--- config.mk ---
export PLATFORM = sky130hd
export DESIGN_NAME = serial_sub4
export DESIGN_NICKNAME = d
export VERILOG_FILES = /design/src/rtl/serial_sub_pkg.sv /design/src/rtl/fullsubtractor.sv /design/src/rtl/serial_sub4.sv
export SDC_FILE = /design/constraint.sdc
export NUM_CORES = 1
export LEC_CHECK = 0
export ABC_AREA = 0
export CELL_PAD_IN_SITES_DETAIL_PLACEMENT = 0
export CELL_PAD_IN_SITES_GLOBAL_PLACEMENT = 2
export CORE_ASPECT_RATIO = 1.75
export CORE_MARGIN = 1
export CORE_UTILIZATION = 31
export CTS_CLUSTER_SIZE = 24
export DETAILED_ROUTE_END_ITERATION = 16
export PLACE_DENSITY = 0.83
export SLEW_MARGIN = 10
export SYNTH_ARGS = -nofsm -noshare
export SYNTH_HDL_FRONTEND = slang
export SYNTH_SLANG_ARGS = --single-unit
--- constraint.sdc ---
create_clock -name clk -period 1.6 [get_ports clk]
set_clock_uncertainty 0.2 [all_clocks]
set_input_delay 0.32 -clock clk [delete_from_list [all_inputs] [get_ports clk]]
set_output_delay 0.32 -clock clk [all_outputs]
set_load 0.005 [all_outputs]
--- src/rtl/serial_sub_pkg.sv ---
// Shared definitions for the bit-serial subtractor family.
package serial_sub_pkg;

   typedef enum logic [1:0] {
      IDLE = 2'd0,
      RUN  = 2'd1,
      DONE = 2'd2
   } state_t;

endpackage : serial_sub_pkg

--- src/rtl/fullsubtractor.sv ---
// One-bit combinational full subtractor: a - b - bin.
module fullsubtractor (
   input  logic i_a,
   input  logic i_b,
   input  logic i_bin,
   output logic o_d,
   output logic o_bout
);

   assign o_d    = i_a ^ i_b ^ i_bin;
   assign o_bout = (~i_a & i_b) | (~(i_a ^ i_b) & i_bin);

endmodule : fullsubtractor

--- src/rtl/serial_sub4.sv ---
// Bit-serial subtractor: one full-subtractor cell, LSB first, WIDTH cycles per result.
module serial_sub4
   import serial_sub_pkg::*;
#(
   parameter int unsigned WIDTH = 4
) (
   input  logic             clk,
   input  logic             rst,
   input  logic             start,
   input  logic [WIDTH-1:0] A,
   input  logic [WIDTH-1:0] B,
   input  logic             Bin,
   output logic [WIDTH-1:0] D,
   output logic             Bout,
   output logic             busy,
   output logic             done
);

   localparam int unsigned CW = (WIDTH > 1) ? $clog2(WIDTH) : 1;

   state_t           r_state;
   state_t           w_next;
   logic             w_load;
   logic             w_last;
   logic [CW-1:0]    r_cnt;
   logic [WIDTH-1:0] r_a;
   logic [WIDTH-1:0] r_b;
   logic             r_borrow;
   logic [WIDTH-1:0] r_d;
   logic             r_bout;
   logic             r_busy;
   logic             r_done;
   logic             w_d;
   logic             w_bout;

   fullsubtractor u_cell (
      .i_a    (r_a[0]),
      .i_b    (r_b[0]),
      .i_bin  (r_borrow),
      .o_d    (w_d),
      .o_bout (w_bout)
   );

   assign w_last = (r_cnt == CW'(WIDTH - 1));

   // State register; busy/done are registered decodes of the next state.
   always_ff @(posedge clk or posedge rst) begin
      if (rst) begin
         r_state <= IDLE;
         r_busy  <= 1'b0;
         r_done  <= 1'b0;
      end else begin
         r_state <= w_next;
         r_busy  <= (w_next == RUN);
         r_done  <= (w_next == DONE);
      end
   end

   always_comb begin
      w_next = r_state;
      w_load = 1'b0;
      case (r_state)
         IDLE: begin
            if (start) begin
               w_next = RUN;
               w_load = 1'b1;
            end
         end
         RUN: begin
            if (w_last) w_next = DONE;
         end
         DONE: begin
            if (start) begin
               w_next = RUN;
               w_load = 1'b1;
            end else begin
               w_next = IDLE;
            end
         end
         default: w_next = IDLE;
      endcase
   end

   // Operand shifters, borrow chain, bit counter and result registers.
   // Bout is captured with the last bit so it is valid alongside done.
   always_ff @(posedge clk or posedge rst) begin
      if (rst) begin
         r_a      <= '0;
         r_b      <= '0;
         r_borrow <= 1'b0;
         r_cnt    <= '0;
         r_d      <= '0;
         r_bout   <= 1'b0;
      end else if (w_load) begin
         r_a      <= A;
         r_b      <= B;
         r_borrow <= Bin;
         r_cnt    <= '0;
      end else if (r_state == RUN) begin
         r_a        <= r_a >> 1;
         r_b        <= r_b >> 1;
         r_borrow   <= w_bout;
         r_d[r_cnt] <= w_d;
         if (w_last) r_bout <= w_bout;
         else        r_cnt  <= r_cnt + CW'(1);
      end
   end

   assign D    = r_d;
   assign Bout = r_bout;
   assign busy = r_busy;
   assign done = r_done;

endmodule : serial_sub4

Word level (Yosys, flattened, before mapping)
Cells that the tools add are included.
Widths: inputs -> output; s select.
{"block": "word_totals", "output_inout_bits": 7, "register_bits": 20, "in_bits": 12}
{"block": "classes", "n_lt_le_gt_ge": 2, "muxes": 18, "eq_ne": 6, "bitwise": 8, "add_sub_neg": 1, "reduce_logical": 7}
{"op": "$mux 4", "n": 4}
{"op": "$mux 2", "n": 5}
{"op": "$eq 2x2->1 const B", "n": 3}
{"op": "$mux 1", "n": 6}
{"op": "$pmux 2 s3", "n": 1}
{"op": "$bwmux 4", "n": 1}
{"op": "$eq 2x1->1 const B", "n": 2}
{"op": "$reduce_and 2->1", "n": 2}
{"op": "$lt 2x3->1 const B", "n": 1}
{"op": "$not 1->1", "n": 3}
{"op": "$reduce_and 3->1", "n": 1}
{"op": "$add 2x1->2 const B", "n": 1}
{"op": "$and 1x1->1", "n": 2}
{"op": "$demux 1 s2", "n": 1}
{"op": "$ge 2x1->1 const B", "n": 1}
{"op": "$logic_not 2->1", "n": 1}
{"op": "$ne 2x2->1 const B", "n": 1}
{"op": "$reduce_bool 2->1", "n": 1}
{"op": "$reduce_or 2->1", "n": 1}
{"op": "$xor 1x1->1", "n": 2}
{"op": "$logic_and 1x1->1", "n": 1}
{"op": "$or 1x1->1", "n": 1}

Longest topological paths before layout
Gate-level depths: netlist (run 1).
{"block": "logic_depth", "depth_word": 6, "mapped_depth": 5, "depth_no_buf": 5}

Modules after synthesis
Synthesis (run 1) repeated with hierarchy kept, for this count alone.
{"block": "unflattened", "cells_unflattened": 81, "hier_area_um2": 998.5}
{"mod": "serial_sub4", "instances": 1, "cells_per_inst": 77, "area_per_inst_um2": 967.2, "seq_area_each_um2": 500.5}
{"mod": "fullsubtractor", "instances": 1, "cells_per_inst": 4, "area_per_inst_um2": 31.3, "seq_area_each_um2": 0.0}

Worst setup path after synthesis (run 1)
No wires, ideal clock.
{"block": "synth_path", "path_kind": "flip-flop to flip-flop", "from": "reg r_borrow", "to": "reg r_d[0], in the netlist D[0]", "stages_incl_launch_ff": 3, "setup_slack_ns": 0.184, "n_path_buf": 0, "period_less_slack_ns": 1.416, "arrival_time_ns": 1.120, "path_cell_list": "dfrtp_1 -> fa_1 -> o31ai_1"}
{"block": "synth_between", "elab_chain_len": 2}
{"element": "from (decl)", "line_no": "serial_sub4.sv:28", "source": "logic r_borrow;"}
{"element": "from (signal assigned)", "line_no": "serial_sub4.sv:97", "source": "r_borrow <= Bin;"}
{"element": "from (signal assigned)", "line_no": "serial_sub4.sv:102", "source": "r_borrow <= w_bout;"}
{"element": "$xor 1x1->1", "line_no": "fullsubtractor.sv:10", "source": "assign o_d = i_a ^ i_b ^ i_bin;"}
{"element": "$bwmux 4", "line_no": "serial_sub4.sv:103", "source": "r_d[r_cnt] <= w_d;"}
{"element": "to (signal, indexed assignment)", "line_no": "serial_sub4.sv:103"}
{"element": "to (decl)", "line_no": "serial_sub4.sv:29", "source": "logic [WIDTH-1:0] r_d;"}
No other way between the ends.
A chain may end at the register's enable or synchronous reset.

Final worst setup path (run 1)
{"block": "layout_path", "from": "reg r_cnt[0]", "to": "reg r_cnt[1]"}
{"block": "layout_between", "elab_chain_len": 4, "word_cells_on_any_way": 7}
{"element": "from (decl)", "line_no": "serial_sub4.sv:25", "source": "logic [CW-1:0] r_cnt;"}
{"element": "from (signal assigned)", "line_no": "serial_sub4.sv:105", "source": "else r_cnt <= r_cnt + CW'(1);"}
{"element": "$add 2x1->2", "line_no": "serial_sub4.sv:105"}
{"element": "$mux 2", "line_no": "serial_sub4.sv:104", "source": "if (w_last) r_bout <= w_bout;"}
{"element": "$mux 2", "line_no": "serial_sub4.sv:99", "source": "end else if (r_state == RUN) begin"}
{"element": "$mux 2", "line_no": "serial_sub4.sv:94", "source": "end else if (w_load) begin"}
Several ways; a longest one is shown, not always the timed one. The select of a mux whose other input is x is not followed.

==> results of run 1 <==
==> stage by stage <==
| step | TNS, ns | area (um^2) | util |
|---|---|---|---|
| after floorplan | 0 | 888 | - |
| after global placement | -0.401 | 1150 | 0.423 |
| after global routing | -0.0144 | 1210 | 0.443 |
| after detailed placement | -0.826 | 1150 | 0.423 |
| after CTS | 0 | 1200 | 0.440 |
| final | 0 | 1210 | 0.443 |
==> per-layer routing <==
metal | share of wire | vias up | GRT usage
met5 | 0 | - | 0
met4 | 0.021 | 0 | 0.0625
met3 | 0.028 | 4 | 0.0223
met2 | 0.56 | 14 | 0.241
met1 | 0.39 | 321 | 0.132
li1 | - | 329 | -
==> sequential cells by signal (all words and copies together) (netlist names) <==
name,cells
busy,1
r_state,2
Bout,1
r_borrow,1
done,1
r_b,4
r_a,4
D,4
r_cnt,2
==> area by class of cell <==
cell class              instances  area share
flip-flops and latches         20       0.415
clock buffers                   4      0.0456
multi-input cells              43       0.263
well taps                      27      0.0280
repair buffers                 26       0.198
inverters                      16      0.0498
==> cells in the final DEF, fill, tap and decap left out <==
master / Yosys / layout
dlymetal6s2s_1: 0 / 2
nand2_1: 1 / 1
a21oi_1: 8 / 8
a22o_1: 3 / 3
xnor2_1: 1 / 1
o21ai_0: 4 / 4
a32o_1: 1 / 1
mux2i_1: 1 / 1
dlygate4sd2_1: 0 / 5
ha_1: 4 / 4
mux2_2: 1 / 1
a21o_1: 1 / 1
clkdlybuf4s50_1: 0 / 11
o31ai_1: 3 / 3
fa_2: 0 / 1
a211oi_1: 1 / 1
nor2_1: 2 / 2
buf_4: 1 / 8
dfrtp_1: 20 / 20
clkbuf_8: 0 / 4
nand2b_1: 2 / 2
nand3b_1: 1 / 1
inv_1: 16 / 16
nor2b_1: 2 / 2
o22ai_1: 6 / 6
==> worst register-to-register path: stages, from the launching register on <==
cell and delay (ns):
dfrtp_1 0.42, ha_1 0.23, nor2_1 0.22, a21oi_1 0.14, a32o_1 0.21
==> timing repair <==
action                                  in CTS  in global routing
endpoints found under the setup margin       5                  5
gates resized for setup                      5                  3
hold buffers                                 0                  0
==> cells by family after synthesis <==
kind of cell    synth area share
buf+inv                   0.0817
simple gates              0.0493
fa+ha+maj                 0.0789
flops                      0.563
mux                       0.0239
compound gates             0.193
xor+xnor                 0.00986
==> power breakdown <==
| group | total [W] | leakage [nW] | internal (W) | switching, W |
|---|---|---|---|---|
| Sequential | 0.000889 | 0.244 | 0.000739 | 0.000150 |
| Clock | 0.000380 | 0.0288 | 0.000219 | 0.000161 |
| Combinational | 0.000973 | 0.347 | 0.000507 | 0.000466 |
==> path summary, 6_finish.rpt <==
| path | to |
|---|---|
| worst max-delay path | r_cnt[1] |
| worst min-delay path | Bout |
| worst max register to register | r_cnt[1] |
| worst min register to register | D[3] |
| max in group asynchronous | r_a[3] |
| min in group clk | D[3] |
==> summary.txt, run 1 <==
Synthesis
  • Yosys top cell by area: dfrtp_1
  • Ranking of synthesized cells by area: dfrtp_1, inv_1, ha_1, a21oi_1, o22ai_1
  • Mapped Cells: a little over 80
  • Post-synth ARST share: 1.00
  • Yosys reg bits: 20
  • Syn Nets: around 100
  • Synth top area share: 0.563
  • Sequential area share after synthesis: 0.563
  • Synth Cell Area: a little under 900 um^2
  • Post-synth EDFFs: 0
  • YS warnings: 0
  • Post-synthesis cell type count: 22
  • Synthesized area per cell: ~11 um^2
  • Post-synth top cells: dfrtp_1, inv_1, a21oi_1
  • Cell with the most instances after synthesis: dfrtp_1
  • Top_reg_cell synth: dfrtp_1

Global route
  • Vias in the first global route: 685
  • Initial antenna violation count: 0
  • Largest net degree at the start of global routing: 21
  • GR Overflow Total: 0
  • GRT Overall Usage: 0.128
  • First-pass GRT wire length: 2920 um

Detailed routing
  • Vias: between 600 and 700
  • Drt pass-1 iters: 2
  • Via/cell ratio: 4.91
  • DR iter-0 viols: 13
  • Post-detailed-route count of antenna-violating nets: 0
  • WL final: 1670 um
  • Routed wire per std cell: roughly 12 um
  • DRC viols: 0

Clock network
  • CTS Buf Count: 3
  • Post-CTS Setup Bufs: 0
  • Clock Path Buffers: 2
  • CTS tree: done
  • # clock sinks: 20
  • H-tree lvl count: 1
  • Clock-pin slew on the worst setup and hold paths: roughly 0.070 ns
  • Worst-Skew Late Latency: approximately 0.25 ns
  • Root Buffer Master: clkbuf_8

Finish
  • Layout Area Growth over Synthesis: 35.8%
  • Storage element area: 500 um^2
  • # diodes: 0
  • Fillers: between 200 and 300
  • Fin cells: about 140
  • Nets@finish: approximately 130
  • Share of layout cells above drive strength 1: 0.128
  • Area of the multi-input gates: 318 um^2

Critical path
  • Cell count along the critical path: 4
  • Endpoint class of the critical path: flip-flop
  • Crit-path max FO: 4
  • Critical path startpoint category: flip-flop
  • Reg2Reg Depth: 4
  • Flop-to-flop setup slack: approximately 0.083 ns
  • Crit-path cells: ha_1, nor2_1, a21oi_1, a32o_1
  • Worst endpoint required time: 1.55 ns
  • Type of the worst setup path: flip-flop to flip-flop
  • Arrival time worst endpoint: 1.46 ns
  • CP delay by family, top: flip-flops
  • Worst path max stage delay: between 0.4 and 0.5 ns
  • Start point of the critical path: r_cnt[0]
  • Buf/Inv on CP: 0
  • CP max stage cell: dfrtp_1
  • R2R Path Start: r_cnt[0]

Pwr
  • Final Power: 0.00224 W
  • Power Dens Cells: about 1900 mW/mm^2
  • Leak pwr: 0.620 nW
  • Worst vdd ir: between 800 and 900 uV

Outcome
  • Status: complete, no violations

Floorplanning
  • Row count: 25
  • Die W: around 42 um
  • Core area: 0.00272 mm^2
  • Starting Density: 0.326
  • Die H: around 73 um
  • Die area: 0.00309 mm^2
  • Top Ports: 19

STA
  • Setup ws final: 0.0834 ns
  • Final Hold Viols: 0
  • Relative slew slack: 0.715
  • Slew of the pin with the lowest slew margin: 0.427 ns
  • RSZ-0062 raised after global routing: yes
  • Tmin final: ~1.5 ns
  • Final setup viols: 0
  • Final Max Slew Viols: 0
  • Fin crit share: 0.948
  • Final hold slack: 0.184 ns
  • Achievable Freq: around 0.66 GHz

Job
  • Maxcap violations: 0

Worst hold path
  • Hold crit path type: primary input to async pin

Placed design
  • I/O Buffers: 18
  • Final HPWL DP: about 1300 um
  • Inst Count DP: 132
  • Routability congestion estimate: roughly 0.7
  • DP Worst Slack: -0.125 ns
No activity file was read; power rests on OpenSTA's default activity.
==> inputs of run 2 (changes only) <==
--- a/config.mk
+++ b/config.mk
@@ -14,6 +14,7 @@
 export CTS_CLUSTER_SIZE = 24
 export DETAILED_ROUTE_END_ITERATION = 16
 export PLACE_DENSITY = 0.83
+export RECOVER_POWER = 25
 export SLEW_MARGIN = 10
 export SYNTH_ARGS = -nofsm -noshare
 export SYNTH_HDL_FRONTEND = slang
==> constraint.sdc (replaced) <==
create_clock -name clk -period 1.5 [get_ports clk]
set_clock_uncertainty 0.2 [all_clocks]
set_input_delay 0.3 -clock clk [delete_from_list [all_inputs] [get_ports clk]]
set_output_delay 0.3 -clock clk [all_outputs]
set_load 0.005 [all_outputs]
==> summary.txt, run 2 (synthesis results as in run 1) <==
Pwr
  • Switching share of power: 0.333 (-0.0135)
  • Clk pwr share: 0.201 (+0.032)
  • Switch Pwr: 0.000887 W (+14%)
  • Worst vdd ir: 808 uV (-1.5%)
  • Comb power frac: 0.447 (+0.013)
  • Int Power: 0.00178 W (+21%)
  • Part of the power in registers: 0.352 (-0.044)
  • Leak pwr: 0.642 nW (+3.7%)
  • Power Dens Cells: 2110 mW/mm^2 (+13%)

Finish
  • Share of layout cells above drive strength 1: 0.202 (+0.0733)
  • Nets@finish: 132 (+3.9%)
  • Storage element area: 500 um^2 (unchanged)
  • Commonest cells after routing, fill and taps aside: dfrtp_1, inv_1, buf_4, clkdlybuf4s50_1, a21oi_1
  • Area of the multi-input gates: 330 um^2 (+3.9%)
  • Layout Area Growth over Synthesis: 42.4%
  • Design area: 0.00126 mm^2 (+4.9%)
  • # diodes: 0 (unchanged)
  • Fillers: 266 (+0.38%)
  • Commonest non-fill, non-tap cell in the layout: dfrtp_1

Floorplanning
  • Starting Density: 0.326 (unchanged)
  • Die H: 72.8 um (unchanged)
  • Die area: 0.00309 mm^2 (unchanged)
  • Core area: 0.00272 mm^2 (unchanged)
  • Top Ports: 19 (unchanged)
  • Die W: 42.5 um (unchanged)
  • Row count: 25 (unchanged)

STA
  • Final Hold Viols: 0 (unchanged)
  • Final hold slack: 0.275 ns (+0.0908 ns)
  • RSZ-0062 raised after global routing: no
  • Setup Total Neg Slack: 0 ns (unchanged)
  • Slew of the pin with the lowest slew margin: 0.513 ns (+0.0859 ns)
  • Achievable Freq: 0.693 GHz (+5.1%)
  • Tmin final: 1.44 ns (-0.0742 ns)
  • Final setup viols: 0 (unchanged)
  • Relative slew slack: 0.658 (-0.0573)
  • Final Max Slew Viols: 0 (unchanged)
  • Fin crit share: 0.962 (+0.0138)

Detailed routing
  • Drt pass-1 iters: 4 (+2)
  • WL met3: 41 um (-13%)
  • Metal-1 WL: 686 um (+3.9%)
  • Routed wire per std cell: 12.1 um (-1.8%)
  • Post-detailed-route count of antenna-violating nets: 0 (unchanged)
  • DR iter-0 viols: 10 (-3)
  • Uppermost layer routed: met4
  • DRC viols: 0 (unchanged)
  • Met2 Wirelength: 953 um (+2.4%)
  • WL final: 1700 um (+1.8%)
  • Via/cell ratio: 4.85 (-1.2%)
  • Vias: 684 (+2.4%)

Job
  • Maxcap violations: 0 (unchanged)

Placed design
  • Final HPWL DP: 1350 um (+0.81%)
  • Routability congestion estimate: 0.723 (+1.4%)
  • Placement Cell Area: 0.00119 mm^2 (+3.3%)
  • I/O Buffers: 18 (unchanged)

Clock network
  • CTS tree: done
  • H-tree lvl count: 1 (unchanged)
  • CTS Buf Count: 3 (unchanged)
  • Post-CTS Setup Bufs: 0 (unchanged)
  • Clock Path Buffers: 2 (unchanged)
  • Worst-Skew Late Latency: 0.26 ns (about the same)
  • Root Buffer Master: clkbuf_8
  • Clock-pin slew on the worst setup and hold paths: 0.08 ns (about the same)
  • # clock sinks: 20 (unchanged)

Critical path
  • Worst endpoint required time: 1.47 ns (-0.08 ns)
  • Crit-path cells: fa_2, o31ai_2
  • Worst path max stage delay: 0.50 ns (+0.08 ns)
  • Flop-to-flop setup slack: 0.06 ns (-0.03 ns)
  • Endpoint class of the critical path: flip-flop
  • Arrival time worst endpoint: 1.41 ns (-0.05 ns)
  • Type of the worst setup path: flip-flop to flip-flop
  • Crit-path max FO: 4 (unchanged)
  • Critical path startpoint category: flip-flop
  • CP max stage cell: fa_2

Global route
  • Largest net degree at the start of global routing: 21 (unchanged)
  • Vias in the first global route: 694 (+1.3%)
  • Initial antenna violation count: 0 (unchanged)
  • First-pass GRT wire length: 2920 um (unchanged)
  • GR Overflow Total: 0 (unchanged)
  • GRT Overall Usage: 0.125 (-0.00275)

Worst hold path
  • Hold crit path type: flip-flop to flip-flop

Outcome
  • Status: complete, no violations
==> run 2: changes by cell type in the layout (fill, tap and decap cells not counted), moves of 2 or more <==
cell	previous run	this run
dlygate4sd2_1	5	7
clkdlybuf4s50_1	11	9
inv_2	0	2
inv_1	16	14
buf_4	8	12
==> run 2: worst paths after layout <==
check                       start  endpoint  cells after the start
max                        r_b[0]      D[1]                      2
min                          D[3]      D[3]                      2
max reg2reg                r_b[0]      D[1]                      2
min reg2reg                  D[3]      D[3]                      2
max in group asynchronous     rst      D[1]                      3
min in group asynchronous     rst      Bout                      3
==> run 2: routing by layer <==
layer / vias up / global-route usage
li1: 340 / -
met1: 330 / 0.131
met2: 12 / 0.238
met3: 2 / 0.0149
met4: 0 / 0.0625
met5: - / 0
==> run 2: layout make-up <==
type	instances	share of cell area
inverter	16	0.0475
clock inverter	1	0.0237
multi-input combinational	43	0.261
tap	27	0.0267
clock buffer	3	0.0326
sequential	20	0.396
timing repair buffer	31	0.213
==> run 2: worst max-delay path: cells and delay by family (launching register included) <==
family	cells	cell delay, ns
compound gates	1	0.24
fa+ha+maj	1	0.50
flops	1	0.41
==> run 2: power by group through the flow <==
stage	Clock [W]	Sequential (W)	Combinational, W
5_1_grt	0.000568	0.000973	0.00135
3_3_place_gp	0	0.000942	0.00119
6_report	0.000534	0.000938	0.00119
2_1_floorplan	0	0.000922	0.000693
3_5_place_dp	0	0.000952	0.00121
4_1_cts	0.000549	0.000937	0.00117
==> run 2: per-stage QoR <==
stage               std cells  setup WS [ns]   util  total power [W]
detailed placement        137         -0.201  0.436          0.00216
global placement          137         -0.146  0.436          0.00213
CTS                       141         0.0115  0.460          0.00266
finish                    141         0.0576  0.465          0.00266
floorplan                  81         0.0841      -          0.00162
global route              141        0.00623  0.465          0.00289
==> run 2: timing repair <==
item | CTS | global route
endpoints found under the setup margin | 10 | 9
endpoints found under the hold margin | 0 | 0
gates cloned | 0 | 0
gates resized for setup | 8 | 6
hold buffers | 0 | 0
pin swaps | 3 | 1
==> inputs of run 3 (changes only) <==
--- a/config.mk
+++ b/config.mk
@@ -6,14 +6,15 @@
 export NUM_CORES = 1
 export LEC_CHECK = 0
 export ABC_AREA = 0
+export ABC_CLOCK_PERIOD_IN_PS = 1500
 export CELL_PAD_IN_SITES_DETAIL_PLACEMENT = 0
-export CELL_PAD_IN_SITES_GLOBAL_PLACEMENT = 2
+export CELL_PAD_IN_SITES_GLOBAL_PLACEMENT = 1
 export CORE_ASPECT_RATIO = 1.75
 export CORE_MARGIN = 1
-export CORE_UTILIZATION = 31
-export CTS_CLUSTER_SIZE = 24
+export CORE_UTILIZATION = 37
+export CTS_CLUSTER_SIZE = 8
 export DETAILED_ROUTE_END_ITERATION = 16
-export PLACE_DENSITY = 0.83
+export PLACE_DENSITY = 0.81
 export RECOVER_POWER = 25
 export SLEW_MARGIN = 10
 export SYNTH_ARGS = -nofsm -noshare
==> summary.txt, run 3 (synthesis results as in run 1) <==
Outcome
  • Status: complete, no violations

Clock network
  • H-tree lvl count: 1 (unchanged)
  • Worst-Skew Late Latency: 0.26 ns (about the same)
  • Clock Path Buffers: 2 (unchanged)
  • CTS Hold Bufs: 0 (unchanged)
  • CTS tree: done
  • Clock-pin slew on the worst setup and hold paths: 0.07 ns (about the same)
  • # clock sinks: 20 (unchanged)
  • Root Buffer Master: clkbuf_8
  • CTS Buf Count: 3 (unchanged)

Detailed routing
  • DRC viols: 0 (unchanged)
  • Routed wire per std cell: 12.9 um (+6.6%)
  • DR iter-0 viols: 4 (-6)
  • Via/cell ratio: 4.95 (+2.0%)
  • Vias: 683 (-0.15%)
  • Post-detailed-route count of antenna-violating nets: 0 (unchanged)
  • Drt pass-1 iters: 2 (-2)
  • WL final: 1780 um (+4.3%)

Critical path
  • Worst path max stage delay: 0.54 ns (+0.04 ns)
  • Buf/Inv on CP: 0 (unchanged)
  • Endpoint class of the critical path: flip-flop
  • Worst r2r dst: D[0]
  • Crit-path max FO: 4 (unchanged)
  • R2R Path Start: r_borrow
  • Worst endpoint required time: 1.46 ns (about the same)
  • Critical path startpoint category: flip-flop
  • Type of the worst setup path: flip-flop to flip-flop
  • Flop-to-flop setup slack: 0.04 ns (-0.02 ns)
  • Reg2Reg Depth: 2 (unchanged)
  • Crit-path cells: fa_2, o31ai_2
  • CP delay by family, top: adder cells
  • CP max stage cell: fa_2
  • Arrival time worst endpoint: 1.42 ns (about the same)

Worst hold path
  • Hold path depth: 3 (+1)
  • Hold crit path type: primary input to flip-flop
  • Hold EP: r_b[0]
  • Hold wc startpoint: start

Pwr
  • Switching share of power: 0.358 (+0.0248)
  • Comb power frac: 0.479 (+0.032)
  • Part of the power in registers: 0.368 (+0.016)
  • Final Power: 0.00262 W (-1.7%)
  • Worst vdd ir: 1010 uV (+24%)
  • Power Dens Cells: 2090 mW/mm^2 (-0.56%)
  • Switch Pwr: 0.000937 W (+5.6%)
  • Clk pwr share: 0.154 (-0.047)
  • Int Power: 0.00168 W (-5.4%)
  • Leak pwr: 0.633 nW (-1.4%)

Finish
  • Share of layout cells above drive strength 1: 0.212 (+0.0106)
  • Layout Area Growth over Synthesis: 40.7%
  • # diodes: 0 (unchanged)
  • Fillers: 208 (-22%)
  • Commonest cells after routing, fill and taps aside: dfrtp_1, inv_1, buf_4, clkdlybuf4s50_1, a21oi_1
  • Area of the multi-input gates: 340 um^2 (+3.0%)
  • Storage element area: 502 um^2 (+0.25%)
  • Nets@finish: 131 (-0.76%)
  • Fin cells: 138 (-2.1%)
  • Design area: 0.00125 mm^2 (-1.2%)
  • Commonest non-fill, non-tap cell in the layout: dfrtp_1

Job
  • Maxcap violations: 0 (unchanged)

Global route
  • Largest net degree at the start of global routing: 21 (unchanged)
  • First-pass GRT wire length: 2950 um (+0.96%)
  • Initial antenna violation count: 0 (unchanged)
  • Vias in the first global route: 690 (-0.58%)
  • GRT Overall Usage: 0.168 (+0.0432)
  • GR Overflow Total: 0 (unchanged)

STA
  • Achievable Freq: 0.684 GHz (-1.4%)
  • Final setup viols: 0 (unchanged)
  • Final hold slack: 0.241 ns (-0.0333 ns)
  • Fin crit share: 0.975 (+0.0136)
  • Final Hold Viols: 0 (unchanged)
  • Final Max Slew Viols: 0 (unchanged)
  • Tmin final: 1.46 ns (+0.0203 ns)
  • Relative slew slack: 0.673 (+0.0151)
  • Slew of the pin with the lowest slew margin: 0.490 ns (-0.0226 ns)

Floorplanning
  • Top Ports: 19 (unchanged)
  • Die area: 0.00261 mm^2 (-16%)
  • Core area: 0.00227 mm^2 (-16%)
  • Starting Density: 0.391 (+0.0643)
  • Die W: 39.0 um (-8.1%)
  • Row count: 23 (-8.0%)
  • Die H: 66.8 um (-8.2%)

Placed design
  • Placement Cell Area: 0.00117 mm^2 (-1.5%)
  • Inst Count DP: 133 (-2.9%)
  • I/O Buffers: 18 (unchanged)
  • Routability congestion estimate: 0.694 (-4.0%)
  • Final HPWL DP: 1420 um (+4.8%)
## run 3: cell count changes in the layout (fill, tap and decap cells not counted), sizes merged
cell    delta
buf        -1
bufinv     -1
clkbuf     +1
## run 3: worst register-to-register path, cell delays in order (launching register included)
cell and delay, ns:
dfrtp_1 0.41, fa_2 0.54, o31ai_2 0.22
## run 3: final cells by class
type,instances,share of cell area
clock buffer,4,0.0440
tap,25,0.0250
timing repair buffer,30,0.209
multi-input combinational,43,0.272
sequential,20,0.401
inverter,16,0.0480
## run 3: how the worst max path moves through the flow
| stage | startpoint | end | slack, ns | cells past startpoint |
|---|---|---|---|---|
| after floorplan | r_borrow | D[0] | 0.08 | 2 |
| after global placement | start | r_b[1] | -0.17 | 5 |
| after detailed placement | start | r_b[2] | -0.22 | 5 |
| after CTS | r_a[0] | D[2] | 0.001 | 3 |
| after global routing | r_state[1] | D[1] | -0.02 | 4 |
| final | r_borrow | D[0] | 0.04 | 2 |
## run 3: timing repair
action	in CTS	in global routing
setup buffers	1	0
resized for setup	9	10
setup endpoints to repair	11	8
pin swaps	2	3
## run 3: power by group through the flow
stage / clock network (W) / logic (W) / registers [W]
after floorplan: 0 / 0.000693 / 0.000922
after global placement: 0 / 0.00115 / 0.000950
after detailed placement: 0 / 0.00120 / 0.000967
after CTS: 0.000416 / 0.00118 / 0.000954
after global routing: 0.000441 / 0.00141 / 0.000995
final: 0.000402 / 0.00125 / 0.000962
## run 3: per-stage QoR
stage               utilization  setup TNS, ns  setup slack, ns
global route              0.550        -0.0362          -0.0175
finish                    0.550              0           0.0372
floorplan                     -              0           0.0841
global placement          0.515          -1.58           -0.174
detailed placement        0.515          -1.97           -0.215
CTS                       0.540              0          0.00126
## run 3: metal layers
metal	part of all wire	global-route usage
met5	0	0
met4	0.024	0.103
met3	0.029	0.0300
met2	0.56	0.288
met1	0.38	0.180
